## src/rtl/stopwatch_timer_pkg.sv

```systemverilog
// ============================================================================
// stopwatch_pkg : shared types and digit limits for the stopwatch core
// Rev 1.0
// ============================================================================
`default_nettype none

package stopwatch_pkg;

  typedef logic [3:0] bcd_t;

  typedef enum logic [1:0] {
    IDLE  = 2'd0,
    RUN   = 2'd1,
    PAUSE = 2'd2,
    LAP   = 2'd3
  } state_t;

  localparam bcd_t c_LIMIT_DEC  = 4'd9;
  localparam bcd_t c_LIMIT_SEXT = 4'd5;

endpackage

`default_nettype wire

```

## src/rtl/stopwatch_timer_if.sv

```systemverilog
// ============================================================================
// stopwatch_timer_if : command pulses in, BCD display word and status out
// Rev 1.0
// ============================================================================
`default_nettype none

interface stopwatch_timer_if;

  logic        start_stop;
  logic        lap;
  logic        clear;
  logic [15:0] encoded;
  logic        running;
  logic        lapped;
  logic        minute_pulse;

  modport master (
    output start_stop, lap, clear,
    input  encoded, running, lapped, minute_pulse
  );

  modport slave (
    input  start_stop, lap, clear,
    output encoded, running, lapped, minute_pulse
  );

endinterface

`default_nettype wire

```

## src/rtl/stopwatch_timer_bcd_digit.sv

```systemverilog
// ============================================================================
// bcd_digit : one cascadable BCD counter digit wrapping at LIMIT
// Rev 1.0
// ============================================================================
`default_nettype none

module bcd_digit
  import stopwatch_pkg::*;
#(
  parameter bcd_t LIMIT = c_LIMIT_DEC
) (
  input  logic clk,
  input  logic rst,
  input  logic clr,
  input  logic en,
  output bcd_t q,
  output logic carry
);

  bcd_t r_q;

  // >= rather than == so a corrupted value can never stick above the limit
  always_ff @(posedge clk or negedge rst) begin
    if (!rst) begin
      r_q <= '0;
    end else if (clr) begin
      r_q <= '0;
    end else if (en) begin
      r_q <= (r_q >= LIMIT) ? '0 : r_q + 4'd1;
    end
  end

  assign q     = r_q;
  assign carry = en && (r_q == LIMIT);

endmodule

`default_nettype wire

```

## src/rtl/stopwatch_timer.sv

```systemverilog
// ============================================================================
// stopwatch_timer : SS.hh BCD stopwatch with start/stop, lap and clear control
// Rev 1.0
// ============================================================================
`default_nettype none

module stopwatch_timer
  import stopwatch_pkg::*;
#(
  parameter int CLK_HZ  = 100_000_000,
  parameter int TICK_HZ = 100
) (
  input  logic               clk,
  input  logic               rst,
  stopwatch_timer_if.slave   bus
);

  localparam int             DIV          = CLK_HZ / TICK_HZ;
  localparam int             PW           = $clog2(DIV);
  localparam logic [PW-1:0]  c_PRESC_LAST = PW'(DIV - 1);

  state_t        r_state;
  state_t        w_next_state;
  logic [PW-1:0] r_presc;
  logic [15:0]   r_snap;
  logic          r_running;
  logic          r_lapped;
  logic          r_minute;
  logic          w_active;
  logic          w_tick;
  logic          w_clr;
  logic          w_capture;
  bcd_t          w_q0, w_q1, w_q2, w_q3;
  logic          w_c0, w_c1, w_c2, w_c3;
  logic [15:0]   w_live;

  assign w_active = (r_state == RUN) || (r_state == LAP);
  assign w_tick   = w_active && (r_presc == c_PRESC_LAST);
  assign w_live   = {w_q3, w_q2, w_q1, w_q0};

  // Commands illegal in the current state fall through to the next priority
  always_comb begin
    w_next_state = r_state;
    w_clr        = 1'b0;
    w_capture    = 1'b0;
    case (r_state)
      IDLE: begin
        if (bus.start_stop) w_next_state = RUN;
      end
      RUN: begin
        if (bus.start_stop) begin
          w_next_state = PAUSE;
        end else if (bus.lap) begin
          w_next_state = LAP;
          w_capture    = 1'b1;
        end
      end
      LAP: begin
        if (bus.start_stop)  w_next_state = PAUSE;
        else if (bus.lap)    w_next_state = RUN;
      end
      PAUSE: begin
        if (bus.clear) begin
          w_next_state = IDLE;
          w_clr        = 1'b1;
        end else if (bus.start_stop) begin
          w_next_state = RUN;
        end
      end
      default: w_next_state = IDLE;
    endcase
  end

  always_ff @(posedge clk or negedge rst) begin
    if (!rst) begin
      r_state   <= IDLE;
      r_running <= 1'b0;
      r_lapped  <= 1'b0;
      r_minute  <= 1'b0;
    end else begin
      r_state   <= w_next_state;
      r_running <= (w_next_state == RUN) || (w_next_state == LAP);
      r_lapped  <= (w_next_state == LAP);
      r_minute  <= w_c3;
    end
  end

  // Prescaler holds its value while paused so no partial tick is lost
  always_ff @(posedge clk or negedge rst) begin
    if (!rst) begin
      r_presc <= '0;
    end else if (w_clr) begin
      r_presc <= '0;
    end else if (w_active) begin
      r_presc <= w_tick ? '0 : r_presc + 1'b1;
    end
  end

  always_ff @(posedge clk or negedge rst) begin
    if (!rst) begin
      r_snap <= '0;
    end else if (w_clr) begin
      r_snap <= '0;
    end else if (w_capture) begin
      r_snap <= w_live;
    end
  end

  bcd_digit #(.LIMIT(c_LIMIT_DEC)) u_hund_ones (
    .clk(clk), .rst(rst), .clr(w_clr), .en(w_tick), .q(w_q0), .carry(w_c0)
  );
  bcd_digit #(.LIMIT(c_LIMIT_DEC)) u_hund_tens (
    .clk(clk), .rst(rst), .clr(w_clr), .en(w_c0),   .q(w_q1), .carry(w_c1)
  );
  bcd_digit #(.LIMIT(c_LIMIT_DEC)) u_sec_ones (
    .clk(clk), .rst(rst), .clr(w_clr), .en(w_c1),   .q(w_q2), .carry(w_c2)
  );
  bcd_digit #(.LIMIT(c_LIMIT_SEXT)) u_sec_tens (
    .clk(clk), .rst(rst), .clr(w_clr), .en(w_c2),   .q(w_q3), .carry(w_c3)
  );

  assign bus.encoded      = r_lapped ? r_snap : w_live;
  assign bus.running      = r_running;
  assign bus.lapped       = r_lapped;
  assign bus.minute_pulse = r_minute;

endmodule

`default_nettype wire

```

## src/flat_wrapper.sv

```systemverilog
// flat-port wrapper written by rule: the top's interface ports become plain ports
module stopwatch_timer_flat import stopwatch_pkg::*;
#(
  parameter int CLK_HZ  = 100_000_000,
  parameter int TICK_HZ = 100
)
  (clk, rst, bus_start_stop, bus_lap, bus_clear, bus_encoded, bus_running, bus_lapped, bus_minute_pulse);
  stopwatch_timer_if bus_i ();
  input  logic clk;
  input  logic rst;
  input wire logic [$bits(bus_i.start_stop)-1:0] bus_start_stop;
  input wire logic [$bits(bus_i.lap)-1:0] bus_lap;
  input wire logic [$bits(bus_i.clear)-1:0] bus_clear;
  output wire logic [$bits(bus_i.encoded)-1:0] bus_encoded;
  output wire logic [$bits(bus_i.running)-1:0] bus_running;
  output wire logic [$bits(bus_i.lapped)-1:0] bus_lapped;
  output wire logic [$bits(bus_i.minute_pulse)-1:0] bus_minute_pulse;
  assign bus_i.start_stop = bus_start_stop;
  assign bus_i.lap = bus_lap;
  assign bus_i.clear = bus_clear;
  assign bus_encoded = bus_i.encoded;
  assign bus_running = bus_i.running;
  assign bus_lapped = bus_i.lapped;
  assign bus_minute_pulse = bus_i.minute_pulse;
  stopwatch_timer #(.CLK_HZ(CLK_HZ), .TICK_HZ(TICK_HZ)) u_core (.clk(clk), .rst(rst), .bus(bus_i));
endmodule
```

## config.mk

```make
export PLATFORM = sky130hd
export DESIGN_NAME = stopwatch_timer_flat
export DESIGN_NICKNAME = d
export VERILOG_FILES = /design/src/rtl/stopwatch_timer_pkg.sv /design/src/rtl/stopwatch_timer_if.sv /design/src/rtl/stopwatch_timer_bcd_digit.sv /design/src/rtl/stopwatch_timer.sv /design/src/flat_wrapper.sv
export SDC_FILE = /design/constraint.sdc
export NUM_CORES = 1
export LEC_CHECK = 0
export BUFFER_PORTS_ARGS = -buffer_cell sky130_fd_sc_hd__buf_4
export CAP_MARGIN = 10
export CORE_MARGIN = 3
export CORE_UTILIZATION = 48
export CTS_CLUSTER_SIZE = 12
export DETAILED_ROUTE_END_ITERATION = 16
export PLACE_DENSITY_LB_ADDON = 0.2
export SLEW_MARGIN = 0
export SYNTH_ARGS = -nofsm -noshare
export SYNTH_HDL_FRONTEND = slang
export SYNTH_SLANG_ARGS = --single-unit
```

## constraint.sdc

```tcl
create_clock -name clk -period 4.25 [get_ports clk]
set_input_delay 0.2125 -clock clk [delete_from_list [all_inputs] [get_ports clk]]
set_output_delay 0.2125 -clock clk [all_outputs]
set_load 0.03 [all_outputs]
```

==> results of run 1 <==
==> registers in the layout, summed over array words and instances, names as in the netlist <==
name and flops:
u_core.u_hund_tens.q 4, u_core.bus.minute_pulse 1, u_core.r_state 2, u_core.bus.running 1
u_core.bus.lapped 1, u_core.u_hund_ones.q 4, u_core.r_presc 20, u_core.u_sec_ones.q 4
u_core.u_sec_tens.q 4, u_core.r_snap 16
==> Yosys cell counts (2+ instances only) <==
library cell	count	area, um2
nor4_1	4	25.0
inv_1	10	37.5
nand4b_1	3	26.3
nor3_1	5	25.0
and4_1	3	26.3
nand2b_1	2	12.5
nand3_1	19	95.1
a31oi_1	3	18.8
o21ai_0	24	120
dfrtp_1	57	1430
and4_2	2	20.0
and3b_1	2	17.5
and3_1	2	12.5
a21oi_1	29	145
nand4_1	11	68.8
nor2b_1	5	31.3
xor2_1	9	78.8
nand3b_1	3	22.5
or3_1	5	31.3
xnor2_1	4	35.0
o211ai_1	2	15.0
or4b_1	2	20.0
ha_1	13	163
clkbuf_1	10	37.5
nand2_1	71	267
mux2_2	9	101
nor2_1	18	67.6
==> worst max-delay path by stage <==
| stage | start | end | slack [ps] | cells past startpoint |
|---|---|---|---|---|
| 5_1_grt | u_core.r_state[0]$_DFF_PN0_ | u_core.u_hund_ones.q[2]$_DFFE_PN0P_ | 1500 | 5 |
| 3_3_place_gp | u_core.r_state[0]$_DFF_PN0_ | u_core.u_hund_ones.q[2]$_DFFE_PN0P_ | 1720 | 5 |
| 4_1_cts | u_core.r_state[0]$_DFF_PN0_ | u_core.u_hund_ones.q[2]$_DFFE_PN0P_ | 1670 | 5 |
| 2_1_floorplan | u_core.r_presc[11]$_DFFE_PN0P_ | u_core.r_presc[5]$_DFFE_PN0P_ | 2150 | 5 |
| 6_report | u_core.r_state[0]$_DFF_PN0_ | u_core.u_hund_ones.q[2]$_DFFE_PN0P_ | 1680 | 5 |
| 3_5_place_dp | u_core.r_state[0]$_DFF_PN0_ | u_core.u_hund_ones.q[2]$_DFFE_PN0P_ | 1670 | 5 |
==> cells by family after synthesis <==
kind of cell	count (synthesis)	share of synthesized area
simple gates	174	0.295
compound gates	64	0.111
flops	57	0.443
buf+inv	23	0.0307
xor+xnor	13	0.0354
fa+ha+maj	13	0.0505
mux	10	0.0346
==> report_power, final <==
group          switching [mW]  leakage, nW  internal (mW)
Combinational           0.240        0.719          0.154
Clock                   0.210       0.0932          0.241
Sequential              0.131        0.776          0.629
==> layout make-up <==
cell class	instances	area [um2]
repair buffers	25	190
inverters	10	37.5
fillers	574	2800
multi-input cells	274	1700
flip-flops and latches	57	1430
well taps	77	96.3
clock buffers	13	159
clock inverters	3	15.0
==> metal layers <==
layer	up-vias	GRT usage	part of all wire
li1	1293	-	-
met1	1264	0.250	0.47
met2	44	0.321	0.48
met3	6	0.0611	0.040
met4	0	0.0530	0.0073
met5	-	0	0
==> repair_timing <==
action                                 4_1_cts  5_1_grt
gates resized for setup                      0        0
hold buffers                                 1        0
endpoints found under the hold margin       57        0
==> through the flow <==
step                      power, mW  std cells  utilization  setup WS (ps)  hold WS [ps]
after floorplan                1.04        354            -           2150         -83.1
after global placement         1.16        442        0.535           1720           322
after detailed placement       1.17        442        0.535           1670           327
after CTS                      1.63        459        0.564           1670           147
after global routing           1.72        459        0.564           1500           151
final                          1.60        459        0.564           1680           164
==> qor.csv, run 1 <==
metric;value;unit
min_path_type;in -> reg;
hold_viol;0;
grt_pass1_vias;2508;
power.leakage;1.59;nW
clockRootBuffer;clkbuf_8;
synthArstFlopShare;1.00;
grt_max_degree;58;
r2r_slack;1680;ps
synth_edf_count;0;
synth-seq-cells;57;
worst_pin_slew;847;ps
syn_avg_cell_area;9.10;um2
finClkSkew;6.94;ps
rsz0062_at_grt;false;
syn_to_final_growth;12.4;%
wl_per_cell;14.9;um
drtAntennaViolNets;0;
hold_depth;2;
critPathTopFamily;simple AND/OR/NAND/NOR gates;
cts_buffers;9;
finalCritPeriodShare;0.605;
ctsHtreeMaxLevel;3;
crit_chain;or4bb_1, or4_4, o21ai_4, nand4b_1, nand2_1;
dr.pass1.iters;4;
synth_seq_area_share;0.443;
cts.sinks;57;
die_w;87.9;um
slew_violations;0;
clkTransAtPathRegs;60;ps
synthCells;354;
critical_path.reg2reg.endpoint;u_core.u_hund_ones.q[2]$_DFFE_PN0P_;
drive_above_1_share;0.162;
outcome;completed;
cpPeakStageDelay;660;ps
final.setup.tns;0;ps
viasPerCell;5.68;
crit_arrival;2850;ps
synth_nets;372;
fmax;0.389;GHz
vdd_drop_max;0.355;mV
syn-cell-area;0.00322;mm2
crit_path_top_delay_cell;dfrtp_1;
cts_buffer_depth;2;
fin_crit;2570;ps
synth_warnings;0;
gr-total-overflow;0;
r2r_cells;5;
cap_violations;0;
portBuffers;23;
cts_setup_buffers;0;
ys_dominant_reg_cell;dfrtp_1;
cp-end-kind;flop;
antenna_found_initial;0;
r2r-start;u_core.r_state[0]$_DFF_PN0_;
required;4530;ps
path_buf_inv;0;
via_count;2607;
core;0.00642;mm2
worst-path-max-fanout;20;
boundaryPins;24;
placed_cell_area;0.00344;mm2
final-setup-viol-count;0;
synth_cell_types;54;
final_area;0.00362;mm2
finalNetCount;395;
num_rows;29;
min_from;bus_start_stop;
place.gp.congestion;0.779;
dpl.hpwl;4530;um
drc;0;
diodes;0;
wl;6840;um
path_class;reg -> reg;
grt_pass1_wl;11800;um
initial_core_util;0.501;
die-area;0.00773;mm2
groute.usage.overall;0.196;
final_common_cell;nand2_1;
powerDensity;443;mW/mm2
drt_iter0_drc;129;
slew_headroom;0.436;
whs_endpoint;u_core.bus.running$_DFF_PN0_;
final_cell_mix;nand2_1 (71), dfrtp_1 (57), a21oi_1 (29);
critPathLaunchType;flop;
die_h;87.9;um
cts_tree;done;
clk_latency;340;ps
Power figures use the tool's default switching activity.
==> run 2: changes to the inputs <==
Clock period 4.25 ns to 2.3 ns, I/O delays scaled along.
==> qor.csv, run 2 (synthesis results as in run 1) <==
metric;value;unit;change
fmax;0.451;GHz;was 0.389 GHz
path_class;reg -> reg;;unchanged
drive_above_1_share;0.202;;was 0.162
drtAntennaViolNets;0;;unchanged
crit_arrival;2490;ps;was 2850 ps
core;0.00642;mm2;unchanged
ctsHtreeMaxLevel;3;;unchanged
cts_buffer_depth;2;;unchanged
largest_reg_flops;20;;unchanged
finalNetCount;409;;was 395
portBuffers;23;;unchanged
clkTransAtPathRegs;70;ps;was 60 ps
syn_to_final_growth;17.9;%;was 12.4%
power.leakage;1.69;nW;was 1.59 nW
cts_tree;done;;unchanged
whs;67.3;ps;was 164 ps
dpl.hpwl;4780;um;was 4530 um
cp-end-kind;flop;;unchanged
groute.usage.overall;0.203;;was 0.196
drc;0;;unchanged
final_common_cell;nand2_1;;unchanged
antenna_found_initial;0;;unchanged
critPathTopFamily;simple AND/OR/NAND/NOR gates;;unchanged
final-setup-viol-count;0;;unchanged
crit_chain;or4bb_4, nor4_4, nand4_4, or3b_4, a21oi_2;;was or4bb_1, or4_4, o21ai_4, nand4b_1, nand2_1
initial_core_util;0.501;;unchanged
final.setup.tns;0;ps;unchanged
reg_top3;u_core.r_presc (20), u_core.r_snap (16);;unchanged
finalNonFillerCells;473;;was 459
register_area;0.00143;mm2;unchanged
grt_pass1_vias;2595;;was 2508
viasPerCell;5.53;;was 5.68
clockRootBuffer;clkbuf_8;;unchanged
final_area;0.00380;mm2;was 0.00362 mm2
diodes;0;;unchanged
slew_headroom;0.469;;was 0.436
grt_max_degree;58;;unchanged
cp_num_cells;5;;unchanged
min_path_type;in -> reg;;unchanged
required;2570;ps;was 4530 ps
crit_path_top_delay_cell;or4bb_4;;was dfrtp_1
clk_latency;340;ps;about the same
gr-total-overflow;0;;unchanged
hold_viol;0;;unchanged
worst_pin_slew;796;ps;was 847 ps
via_count;2614;;was 2607
drt_iter0_drc;171;;was 129
die_h;87.9;um;unchanged
cap_violations;0;;unchanged
cts.sinks;57;;unchanged
r2r_cells;5;;unchanged
path_buf_inv;0;;unchanged
p_total;3.29;mW;was 1.60 mW
placed_cell_area;0.00352;mm2;was 0.00344 mm2
nFillCells;578;;was 574
dp_cells;452;;was 442
wl;6960;um;was 6840 um
num_rows;29;;unchanged
finClkSkew;7.92;ps;was 6.94 ps
worst-path-max-fanout;8;;was 20
outcome;completed;;unchanged
wl_per_cell;14.7;um;was 14.9 um
finalCritPeriodShare;0.964;;was 0.605
place.gp.congestion;0.842;;was 0.779
final_cell_mix;nand2_1 (71), dfrtp_1 (57), buf_4 (37);;was nand2_1 (71), dfrtp_1 (57), a21oi_1 (29)
grt_pass1_wl;12100;um;was 11800 um
powerDensity;866;mW/mm2;was 443 mW/mm2
rsz0062_at_grt;true;;was false
dr.pass1.iters;4;;unchanged
cpPeakStageDelay;580;ps;was 660 ps
critPathLaunchType;flop;;unchanged
top_register;u_core.r_presc;;unchanged
hold_depth;2;;unchanged
boundaryPins;24;;unchanged
fin_crit;2220;ps;was 2570 ps
die_w;87.9;um;unchanged
multi_input_area;0.00170;mm2;about the same
die-area;0.00773;mm2;unchanged
slew_violations;0;;unchanged
cts_buffers;9;;unchanged
vdd_drop_max;0.566;mV;was 0.355 mV
==> run 2: layer usage <==
metal / wire, um / up-vias / GRT usage
met1: 3230 / 1244 / 0.263
li1: - / 1327 / -
met4: 80 / 0 / 0.0544
met5: 0 / - / 0
met2: 3380 / 35 / 0.334
met3: 270 / 8 / 0.0593
==> run 2: cell type report <==
cell class,instances,area share
Timing Repair Buffer,39,0.0810
Inverter,10,0.00988
Clock buffer,11,0.0399
Clock inverter,5,0.0204
Tap cell,77,0.0254
Multi-Input combinational cell,274,0.448
Sequential cell,57,0.375
==> run 2: report_power, final <==
group / switching, mW / internal (mW) / leakage (nW)
Sequential: 0.207 / 1.16 / 0.776
Clock: 0.413 / 0.665 / 0.115
Combinational: 0.497 / 0.346 / 0.796
==> run 2: worst register-to-register path, delay by kind of cell (launching register included) <==
kind / cells / cell delay, ps
flops: 1 / 400
compound gates: 1 / 140
simple gates: 4 / 1610
==> run 2: stage by stage <==
stage          worst slack [ps]  utilization
2_1_floorplan               199            -
3_3_place_gp                144        0.549
3_5_place_dp               55.3        0.549
4_1_cts                    45.3        0.586
5_1_grt                   -24.9        0.591
6_report                   82.9        0.591
==> run 2: final timing paths <==
path,startpoint,endpoint,slack (ps)
worst max register to register,u_core.r_presc[15]$_DFFE_PN0P_,u_core.u_sec_ones.q[1]$_DFFE_PN0P_,80
max in group asynchronous,rst,u_core.r_state[0]$_DFF_PN0_,1430
worst min-delay path,bus_start_stop,u_core.bus.running$_DFF_PN0_,70
worst min register to register,u_core.r_snap[8]$_DFFE_PN0P_,u_core.r_snap[8]$_DFFE_PN0P_,520
min in group asynchronous,rst,u_core.u_hund_tens.q[0]$_DFFE_PN0P_,380
worst max-delay path,u_core.r_presc[15]$_DFFE_PN0P_,u_core.u_sec_ones.q[1]$_DFFE_PN0P_,80
==> run 2: repair_timing <==
| item | 4_1_cts | 5_1_grt |
|---|---|---|
| gates resized for setup | 0 | 2 |
| hold buffers | 1 | 0 |
| hold endpoints to repair | 57 | 0 |
| buffers inserted | 0 | 4 |
| endpoints found under the setup margin | 0 | 7 |
